File: src/rtl/sel_4_1_scan_ctrl.sv
// Scan sequencer for a 4-1 selector: steps SEL over the enabled channels, dwells DWELL+1 cycles on each, samples SEL_IN.
// Optional continuous re-arm when SEL_SCAN_CONT_EN is defined (adds the CONT input).
module sel_4_1_scan_ctrl #(
    parameter int DWELL_W = 8
) (
    input  logic               CLK,
    input  logic               RST_N,
    input  logic               START,
    input  logic               STOP,
    input  logic [3:0]         MASK,
    input  logic [DWELL_W-1:0] DWELL,
    input  logic               SEL_IN,
`ifdef SEL_SCAN_CONT_EN
    input  logic               CONT,
`endif
    output logic [1:0]         SEL,
    output logic [3:0]         SAMPLE,
    output logic               VALID,
    output logic               BUSY
);

    typedef enum logic {IDLE, SCAN} state_t;

    state_t             state_reg, state_next;
    logic [1:0]         sel_reg, sel_next;
    logic [3:0]         sample_reg, sample_next;
    logic               valid_reg, valid_next;
    logic [DWELL_W-1:0] count_reg, count_next;
    logic [3:0]         acc_reg, acc_next;
    logic [3:0]         mask_reg, mask_next;
    logic [DWELL_W-1:0] dwell_reg, dwell_next;

    logic [1:0]         first_idx;
    logic [1:0]         next_idx;
    logic               has_next;
    logic [3:0]         acc_cap;

    // Lowest channel of the live mask (used when arming) and next enabled channel above SEL in the shadow mask.
    always_comb begin
        first_idx = 2'd0;
        next_idx  = sel_reg;
        has_next  = 1'b0;
        for (int i = 3; i >= 0; i--) begin
            if (MASK[i]) first_idx = 2'(i);
            if (mask_reg[i] && (2'(i) > sel_reg)) begin
                next_idx = 2'(i);
                has_next = 1'b1;
            end
        end
    end

    always_comb begin
        acc_cap          = acc_reg;
        acc_cap[sel_reg] = SEL_IN;
    end

    always_ff @(posedge CLK or negedge RST_N) begin
        if (!RST_N) begin
            state_reg  <= IDLE;
            sel_reg    <= 2'd0;
            sample_reg <= 4'd0;
            valid_reg  <= 1'b0;
            count_reg  <= '0;
            acc_reg    <= 4'd0;
            mask_reg   <= 4'd0;
            dwell_reg  <= '0;
        end else begin
            state_reg  <= state_next;
            sel_reg    <= sel_next;
            sample_reg <= sample_next;
            valid_reg  <= valid_next;
            count_reg  <= count_next;
            acc_reg    <= acc_next;
            mask_reg   <= mask_next;
            dwell_reg  <= dwell_next;
        end
    end

    always_comb begin
        state_next  = state_reg;
        sel_next    = sel_reg;
        sample_next = sample_reg;
        valid_next  = 1'b0;
        count_next  = count_reg;
        acc_next    = acc_reg;
        mask_next   = mask_reg;
        dwell_next  = dwell_reg;
        case (state_reg)
            IDLE: begin
                if (START && !STOP && (MASK != 4'd0)) begin
                    mask_next  = MASK;
                    dwell_next = DWELL;
                    sel_next   = first_idx;
                    count_next = DWELL;
                    acc_next   = 4'd0;
                    state_next = SCAN;
                end
            end
            SCAN: begin
                if (STOP) begin
                    state_next = IDLE;
                end else if (count_reg != '0) begin
                    count_next = count_reg - {{(DWELL_W-1){1'b0}}, 1'b1};
                end else begin
                    acc_next = acc_cap;
                    if (has_next) begin
                        sel_next   = next_idx;
                        count_next = dwell_reg;
                    end else begin
                        sample_next = acc_cap;
                        valid_next  = 1'b1;
                        state_next  = IDLE;
`ifdef SEL_SCAN_CONT_EN
                        // Re-arm from the live inputs; an empty live mask lets the sweep end normally.
                        if (CONT && (MASK != 4'd0)) begin
                            mask_next  = MASK;
                            dwell_next = DWELL;
                            sel_next   = first_idx;
                            count_next = DWELL;
                            acc_next   = 4'd0;
                            state_next = SCAN;
                        end
`endif
                    end
                end
            end
            default: state_next = IDLE;
        endcase
    end

    assign SEL    = sel_reg;
    assign SAMPLE = sample_reg;
    assign VALID  = valid_reg;
    assign BUSY   = (state_reg == SCAN);

endmodule

File: config.mk
export PLATFORM = sky130hd
export DESIGN_NAME = sel_4_1_scan_ctrl
export DESIGN_NICKNAME = d
export VERILOG_FILES = /design/src/rtl/sel_4_1_scan_ctrl.sv
export SDC_FILE = /design/constraint.sdc
export NUM_CORES = 1
export LEC_CHECK = 0
export ABC_CLOCK_PERIOD_IN_PS = 5700
export CAP_MARGIN = 20
export CORE_ASPECT_RATIO = 1.5
export CORE_UTILIZATION = 40
export CTS_CLUSTER_DIAMETER = 100
export DETAILED_ROUTE_END_ITERATION = 7
export SETUP_SLACK_MARGIN = 0.5
export SYNTH_ARGS = -nofsm -noshare
export SYNTH_HDL_FRONTEND = slang
export SYNTH_SLANG_ARGS = --single-unit
File: constraint.sdc
create_clock -name CLK -period 5.7 [get_ports CLK]
set_input_delay 0.855 -clock CLK [delete_from_list [all_inputs] [get_ports CLK]]
set_output_delay 0.855 -clock CLK [all_outputs]
set_load 0.05 [all_outputs]
==> results of run 1 <==
-- synthesized netlist by cell type (all sizes together) (2+ instances only) --
cell type	number
nand2b	3
a31oi	3
o31ai	2
o41ai	2
nor3	6
or3	2
mux2i	4
inv	9
o21bai	2
nand2	8
nor2	11
buf	6
o22ai	2
nor3b	2
clkbuf	4
o21ai	14
o2bb2ai	4
a22oi	2
a22o	4
and2	2
a21oi	2
dfrtp	31
mux2	23
nor2b	3
-- layer usage --
layer / GRT usage / up-vias / part of all wire
li1: - / 665 / -
met1: 0.206 / 670 / 0.42
met2: 0.303 / 24 / 0.53
met3: 0.0370 / 8 / 0.033
met4: 0.0909 / 0 / 0.021
met5: 0 / - / 0
-- final cells by class --
class	instances	area, sq um	share of cell area
flip-flops and latches	31	776	0.361
multi-input cells	118	932	0.433
well taps	46	57.6	0.0268
clock buffers	7	96.3	0.0448
inverters	9	33.8	0.0157
clock inverters	1	7.51	0.00349
repair buffers	25	248	0.115
-- critical path, cell delays in order --
cell and delay, ns:
clkdlybuf4s50_1 0.53, nor3b_1 0.32, and2_1 0.72, and4b_1 0.28
a2111oi_0 0.39, a221oi_1 0.09
-- logic make-up (layout without fill, tap and decap cells) --
group	after synthesis	in the layout
buffers and inverters	19	42
AOI/OAI and AO/OA	45	45
DFF	31	31
muxes	27	27
xor gates and xnor gates	1	1
adders and majority gates	1	1
and+or+nand+nor	44	44
-- stage by stage --
stage               hold slack [ns]  setup slack [ns]  std cells
floorplan                     0.475              3.32        168
global placement              0.487              2.40        229
detailed placement            0.491              2.31        229
CTS                           0.507              2.62        237
global route                  0.534              2.42        237
finish                        0.503              2.64        237
-- power by group through the flow --
| stage | combinational, mW | sequential, mW | clock [mW] |
|---|---|---|---|
| after floorplan | 0.241 | 0.362 | 0 |
| after global placement | 0.313 | 0.376 | 0 |
| after detailed placement | 0.318 | 0.376 | 0 |
| after CTS | 0.320 | 0.373 | 0.202 |
| after global routing | 0.348 | 0.386 | 0.208 |
| final | 0.315 | 0.374 | 0.195 |
-- path summary, 6_finish.rpt --
path | from | end
worst max-delay path | STOP | count_reg[0]
worst min-delay path | dwell_reg[6] | dwell_reg[6]
min in group asynchronous | RST_N | mask_reg[3]
worst min register to register | dwell_reg[6] | dwell_reg[6]
max in group asynchronous | RST_N | count_reg[3]
worst max register to register | count_reg[0] | count_reg[3]
==> flow_metrics.py, run 1 <==
metrics = {
    "outcome": {
        "status": "finished with violations",
        "violations": "DRC",
    },
    "synth": {
        "synth_fa_ha_area_frac": 0.00695,
        "ys_seq_elements": 31,
        "syn_area_sq_mm": 0.00180,
        "yosys.area_share.xor_xnor": 0.00486,
        "syn_nets": 186,
        "synthSimpleGateAreaFrac": 0.149,
        "yosysUniqueCellTypes": 50,
        "synth_top_family_by_area": "compound AO/OA/AOI/OAI gates",
        "synth.top_cell.area_share": 0.431,
        "synth-compound-area-share": 0.183,
        "synth-main-ff-cell": "dfrtp_1",
        "async_flop_share": 1.00,
        "yosys_warnings": 0,
        "synth_edf_count": 0,
        "synthCells": 168,
        "ys_seq_area_frac": 0.431,
        "synth_top_cell_by_area": "dfrtp_1",
        "synthTopCellsByArea": "dfrtp_1 (43%), mux2_2 (12%), o21ai_0 (3.9%), mux2_4 (3.3%), a22o_2 (2.2%)",
        "postSynthAreaPerCell_sq_um": 10.7,
        "synthMuxAreaShare": 0.174,
    },
    "place": {
        "place_area_sq_mm": 0.00205,
        "port_buffers": 24,
        "gp_congestion": 0.803,
        "dp_hpwl_microns": 2750,
    },
    "clock_network": {
        "clockBufferDepth": 2,
        "cts_root_buf": "clkbuf_8",
        "cts_buffers": 5,
        "postCtsSetupRepairBufs": 0,
        "cts_tree": "yes",
        "clk_pin_slew_worst_paths_ns": 0.07,
        "cts_resized": 0,
        "clkLatencyLatePin_ns": 0.29,
        "cts_sinks": 31,
        "cts.htree.levels": 2,
        "hold_buffers": 0,
    },
    "sta": {
        "relSlewSlack": 0.454,
        "finalMaxSlewViolations": 0,
        "setup-tns-final_ns": 0,
        "setup_viol": 0,
        "finalCriticalPeriod_ns": 3.06,
        "rsz0062_at_grt": "no",
        "fin_crit_sh": 0.536,
        "hold_viol_final": 0,
        "clock_skew_ns": 0.00482,
        "max_freq_mhz": 327,
        "tightestPinTransition_ns": 0.820,
    },
    "final_layout": {
        "final_area_sq_mm": 0.00215,
        "fillCellCount": 408,
        "num_antenna_cells": 0,
        "final_cell_mix": "dfrtp_1 (31), clkdlybuf4s50_1 (24), mux2_2 (19), o21ai_0 (14), nor2_1 (10)",
        "layout-drive-gt1-share": 0.236,
        "layout_commonest_cell": "dfrtp_1",
        "fin_nets": 208,
        "area_delta_synth_final_pct": 19.5,
        "post-route-util": 0.502,
    },
    "floorplanning": {
        "die_width_microns": 56.8,
        "rows": 29,
        "dieArea_sq_mm": 0.00478,
        "ios": 25,
        "start_util": 0.421,
        "dieHeight_microns": 84.2,
        "core_area_sq_mm": 0.00428,
    },
    "pwr": {
        "p_int_mw": 0.550,
        "vdd_ir_drop_max_uv": 179,
        "seqPwrFrac": 0.423,
        "power_density_mw_per_mm2": 411,
        "p_comb_frac": 0.356,
        "swShare": 0.378,
        "finalPower_mw": 0.884,
        "clkPwrFrac": 0.221,
        "p_leak_nw": 0.901,
        "p_sw_mw": 0.334,
    },
    "detailed_routing": {
        "drtAntennaViolNets": 0,
        "drt-initial-drc-count": 57,
        "viasPerCell": 5.77,
        "num_vias": 1367,
        "drcViolationCount": 10,
        "wirelength_microns": 3840,
        "wl_per_cell_microns": 16.2,
        "drtPass1Iterations": 6,
    },
    "grt": {
        "antenna_found_initial": 0,
        "grt_pass1_wl_microns": 6470,
        "track_usage": 0.177,
        "grt_max_degree": 32,
        "grt-ovfl-total": 0,
        "grt_pass1_vias": 1405,
    },
    "worst_setup_path": {
        "end_kind": "flip-flop",
        "r2r_setup_slack_ns": 3.03,
        "crit_arrival_ns": 3.19,
        "crit_type": "input pin to flip-flop",
        "worstPathRequired_ns": 5.83,
        "cp_max_fo": 19,
        "start_kind": "input pin",
        "r2r_cells": 7,
    },
    "flow_run": {
        "drv_cap": 0,
    },
    "min_path": {
        "hold_depth": 1,
        "hold_path.class": "flip-flop to flip-flop",
    },
}
Power figures use the tool's default switching activity.
==> inputs of run 2 (changes only) <==
Settings changed: ABC_CLOCK_PERIOD_IN_PS 5700 to 2800.
Clock period 5.7 ns to 2.8 ns, I/O delays scaled along.
==> flow_metrics.py, run 2 (same netlist as run 1, synthesis figures left out) <==
metrics = {
    "place": {
        "port_buffers": 24,
        "gp_congestion": 0.835,
        "dp_hpwl_microns": 2990,
        "dp_cells": 237,
    },
    "floorplanning": {
        "rows": 29,
        "ios": 25,
        "dieArea_sq_mm": 0.00478,
        "start_util": 0.421,
        "core_area_sq_mm": 0.00428,
        "die_width_microns": 56.8,
        "dieHeight_microns": 84.2,
    },
    "sta": {
        "tightestPinTransition_ns": 0.499,
        "finalMaxSlewViolations": 0,
        "hold_viol_final": 0,
        "relSlewSlack": 0.666,
        "whs_ns": 0.509,
        "rsz0062_at_grt": "yes",
        "clock_skew_ns": 0.00164,
        "finalCriticalPeriod_ns": 2.24,
        "max_freq_mhz": 446,
        "setup_viol": 0,
        "setup-tns-final_ns": 0,
        "fin_crit_sh": 0.800,
    },
    "flow_run": {
        "drv_cap": 0,
    },
    "grt": {
        "antenna_found_initial": 0,
        "grt_pass1_vias": 1473,
        "grt_pass1_wl_microns": 7250,
        "track_usage": 0.197,
        "grt_max_degree": 32,
        "grt-ovfl-total": 0,
    },
    "worst_setup_path": {
        "start_kind": "input pin",
        "crit_type": "input pin to flip-flop",
        "end_kind": "flip-flop",
        "cp.buffers_inverters": 2,
        "cpPeakStageDelay_ns": 0.54,
        "worst_path_max_delay_cell": "or4_4",
        "cp_top_family": "simple AND/OR/NAND/NOR gates",
        "worstPathRequired_ns": 2.97,
        "path_cells": "clkdlybuf4s50_1 > or4_4 > and2_2 > buf_4 > o211ai_1 > mux2_2",
        "crit_arrival_ns": 2.41,
        "cp_max_fo": 6,
    },
    "final_layout": {
        "fin_nets": 219,
        "layout.cells.non_filler": 248,
        "layout_commonest_cell": "dfrtp_1",
        "area_delta_synth_final_pct": 24.8,
        "final_cell_mix": "dfrtp_1 (30), clkdlybuf4s50_1 (24), mux2_2 (19), o21ai_0 (14), buf_4 (12)",
        "layout-drive-gt1-share": 0.297,
        "multi_input_area_sq_um": 945,
        "num_antenna_cells": 0,
        "regArea_sq_um": 777,
        "fillCellCount": 414,
    },
    "outcome": {
        "violations": "DRC",
        "status": "finished with violations",
    },
    "clock_network": {
        "clk_pin_slew_worst_paths_ns": 0.06,
        "clkLatencyLatePin_ns": 0.28,
        "cts_sinks": 31,
        "cts_buffers": 5,
        "cts_root_buf": "clkbuf_8",
        "cts.htree.levels": 2,
        "cts_tree": "yes",
        "clockBufferDepth": 2,
    },
    "detailed_routing": {
        "drcViolationCount": 10,
        "num_vias": 1431,
        "drtAntennaViolNets": 0,
        "drt-initial-drc-count": 62,
        "viasPerCell": 5.77,
        "wl_per_cell_microns": 16.5,
        "drtPass1Iterations": 6,
        "wirelength_microns": 4100,
    },
    "pwr": {
        "vdd_ir_drop_max_uv": 410,
        "power_density_mw_per_mm2": 820,
        "p_leak_nw": 0.957,
    },
    "min_path": {
        "hold_path.class": "input pin to asynchronous set/reset pin",
    },
}
## run 2: layout make-up
| cell class | instances | share of cell area |
|---|---|---|
| clock buffers | 7 | 0.0429 |
| inverters | 9 | 0.0150 |
| clock inverters | 1 | 0.00334 |
| well taps | 46 | 0.0256 |
| repair buffers | 36 | 0.147 |
| flip-flops and latches | 31 | 0.346 |
| multi-input cells | 118 | 0.420 |
## run 2: stage by stage
step	util	total power [mW]	setup WS (ns)	cell area, sq um
3_3_place_gp	0.492	1.42	0.282	2110
6_report	0.525	1.84	0.559	2250
2_1_floorplan	-	1.23	0.556	1800
3_5_place_dp	0.492	1.44	0.219	2110
4_1_cts	0.522	1.85	0.439	2230
5_1_grt	0.525	1.98	0.494	2250
## run 2: final timing paths
path                            slack [ns]            to          from  cells past startpoint
worst max-delay path                  0.56        SEL[0]       MASK[2]                      6
worst min-delay path                  0.51    acc_reg[1]         RST_N                      2
worst max register to register        0.62    acc_reg[0]  count_reg[0]                      8
worst min register to register        0.51  dwell_reg[5]  dwell_reg[5]                      1
max in group asynchronous             1.97  count_reg[0]         RST_N                      2
min in group CLK                      0.51  dwell_reg[5]  dwell_reg[5]                      1
## run 2: report_power, final
group	internal (mW)	total (mW)	leakage [nW]	switching, mW
Combinational	0.346	0.686	0.529	0.339
Clock	0.223	0.394	0.0505	0.171
Sequential	0.579	0.762	0.378	0.183
Total	1.15	1.84	0.957	0.693
## run 2: metal layers
| layer | part of all wire | track usage | vias up |
|---|---|---|---|
| met2 | 0.52 | 0.331 | 34 |
| li1 | - | - | 686 |
| met5 | 0 | 0 | - |
| met4 | 0.025 | 0.0976 | 0 |
| met3 | 0.037 | 0.0431 | 11 |
| met1 | 0.42 | 0.234 | 700 |
## run 2: repair_timing
action	CTS	global route
endpoints found under the setup margin	9	9
pin swaps	0	1
buffers inserted	3	0
gates resized for setup	0	5
hold buffers	0	0
==> inputs of run 3 (changes only) <==
Settings changed: ABC_CLOCK_PERIOD_IN_PS 2800 to 1950.
Clock period 2.8 ns to 1.95 ns, I/O delays scaled along.
==> flow_metrics.py, run 3 (same netlist as run 1, synthesis figures left out) <==
metrics = {
    "final_layout": {
        "final_cell_mix": "buf_4 (33), dfrtp_1 (29), mux2_4 (19), buf_6 (11)",
        "post-route-util": 0.624,
        "fillCellCount": 350,
        "area_delta_synth_final_pct": 48.4,
        "fin_nets": 250,
        "multi_input_area_sq_mm": 0.00111,
        "regArea_sq_um": 778,
        "layout-drive-gt1-share": 0.498,
        "layout_commonest_cell": "buf_4",
        "num_antenna_cells": 0,
        "final_area_sq_mm": 0.00267,
    },
    "worst_setup_path": {
        "worstPathRequired_ns": 2.18,
        "r2r_setup_slack_ns": 0.04,
        "r2r_start": "count_reg[1]",
        "crit_type": "flip-flop to flip-flop",
        "end_kind": "flip-flop",
        "start_kind": "flip-flop",
        "rr_endpoint": "acc_reg[0]",
        "r2r_cells": 8,
        "cp_max_fo": 4,
        "crit_arrival_ns": 2.14,
    },
    "sta": {
        "finalMaxSlewViolations": 0,
        "setup_viol": 0,
        "clock_skew_ns": 0.00850,
        "rsz0062_at_grt": "yes",
        "fin_crit_sh": 0.980,
        "max_freq_mhz": 523,
        "whs_ns": 0.364,
        "tightestPinTransition_ns": 0.490,
        "finalCriticalPeriod_ns": 1.91,
        "hold_viol_final": 0,
        "worst_slack_ns": 0.0387,
        "relSlewSlack": 0.675,
    },
    "place": {
        "dp_slack_ns": -0.254,
        "gp_congestion": 0.839,
        "place_area_sq_mm": 0.00237,
        "dp_hpwl_microns": 3490,
        "port_buffers": 24,
    },
    "clock_network": {
        "hold_buffers": 0,
        "cts.htree.levels": 2,
        "cts_root_buf": "clkbuf_8",
        "clk_pin_slew_worst_paths_ns": 0.07,
        "clkLatencyLatePin_ns": 0.28,
        "cts_sinks": 31,
        "cts_buffers": 5,
        "cts_tree": "yes",
        "clockBufferDepth": 2,
    },
    "floorplanning": {
        "die_width_microns": 56.8,
        "dieHeight_microns": 84.2,
        "dieArea_sq_mm": 0.00478,
        "core_area_sq_mm": 0.00428,
        "ios": 25,
        "start_util": 0.421,
        "rows": 29,
    },
    "detailed_routing": {
        "wl_per_cell_microns": 17.6,
        "drcViolationCount": 6,
        "viasPerCell": 5.71,
        "wirelength_microns": 4910,
        "drt-initial-drc-count": 70,
        "drtPass1Iterations": 6,
        "num_vias": 1593,
        "drtAntennaViolNets": 0,
    },
    "min_path": {
        "min_from": "MASK[1]",
        "hold_path.class": "input pin to flip-flop",
        "hold_depth": 3,
        "hold_end": "mask_reg[1]",
    },
    "pwr": {
        "swShare": 0.364,
        "clkPwrFrac": 0.209,
        "p_comb_frac": 0.465,
        "p_sw_mw": 1.15,
        "p_leak_nw": 1.23,
        "vdd_ir_drop_max_uv": 636,
        "seqPwrFrac": 0.326,
        "power_density_mw_per_mm2": 1180,
        "p_int_mw": 2.01,
        "finalPower_mw": 3.15,
    },
    "grt": {
        "grt_pass1_wl_microns": 8310,
        "antenna_found_initial": 0,
        "track_usage": 0.227,
        "grt_max_degree": 32,
        "grt-ovfl-total": 0,
        "grt_pass1_vias": 1744,
    },
    "outcome": {
        "status": "finished with violations",
        "violations": "DRC",
    },
    "flow_run": {
        "drv_cap": 0,
    },
}
-- run 3: cell count changes in the layout (fill, tap and decap cells not counted), moves of 3 or more --
cell	previous run	this run
inv_2	0	3
o2bb2ai_2	0	3
dlygate4sd2_1	0	3
inv_1	9	5
buf_4	12	33
mux2_4	4	19
buf_6	0	11
buf_2	0	3
clkdlybuf4s50_1	24	10
clkbuf_2	0	3
o2bb2ai_1	4	1
o21ai_0	14	10
mux2_2	19	4
o21ai_1	0	3
-- run 3: worst max-delay path, stage by stage, from the launching register on --
cell     delay, ns
dfrtp_1       0.39
inv_2         0.09
ha_4          0.15
nor4b_4       0.19
buf_6         0.16
a32oi_4       0.11
or3b_4        0.45
o31ai_4       0.17
a22o_2        0.15
-- run 3: metal layers --
| layer | vias up | part of all wire | GRT usage |
|---|---|---|---|
| met4 | 0 | 0.015 | 0.0887 |
| li1 | 745 | - | - |
| met3 | 8 | 0.031 | 0.0478 |
| met5 | - | 0 | 0 |
| met1 | 812 | 0.40 | 0.250 |
| met2 | 28 | 0.55 | 0.416 |
-- run 3: cell type report --
type	instances	area share
multi-input cells	118	0.415
flip-flops and latches	31	0.291
repair buffers	67	0.215
clock buffers	6	0.0309
well taps	46	0.0215
inverters	9	0.0136
clock inverters	2	0.0131
-- run 3: worst max-delay path by stage --
stage | startpoint | endpoint | slack, ns | cells past startpoint
after global routing | count_reg[0] | acc_reg[0] | -0.04 | 8
final | count_reg[1] | acc_reg[0] | 0.04 | 8
after floorplan | count_reg[0] | SAMPLE[0] | -0.11 | 8
after CTS | count_reg[1] | acc_reg[0] | 0.02 | 8
after global placement | MASK[0] | SEL[0] | -0.19 | 5
after detailed placement | MASK[0] | SEL[0] | -0.25 | 5
-- run 3: repair_timing --
| action | CTS | global route |
|---|---|---|
| setup endpoints to repair | 37 | 35 |
| endpoints found under the hold margin | 0 | 0 |
| buffers inserted | 7 | 4 |
| pin swaps | 10 | 7 |
| gates resized for setup | 50 | 14 |
-- run 3: power by group through the flow --
| stage | sequential, mW | combinational (mW) | clock, mW |
|---|---|---|---|
| floorplan | 1.07 | 0.826 | 0 |
| global placement | 1.02 | 1.29 | 0 |
| detailed placement | 1.03 | 1.32 | 0 |
| CTS | 1.03 | 1.39 | 0.676 |
| global route | 1.05 | 1.60 | 0.697 |
| finish | 1.03 | 1.47 | 0.660 |
-- run 3: per-stage QoR --
stage / setup TNS [ns] / cells
6_report: 0 / 279
4_1_cts: 0 / 275
3_3_place_gp: -2.55 / 260
3_5_place_dp: -3.45 / 260
2_1_floorplan: -0.785 / 168
5_1_grt: -0.260 / 279
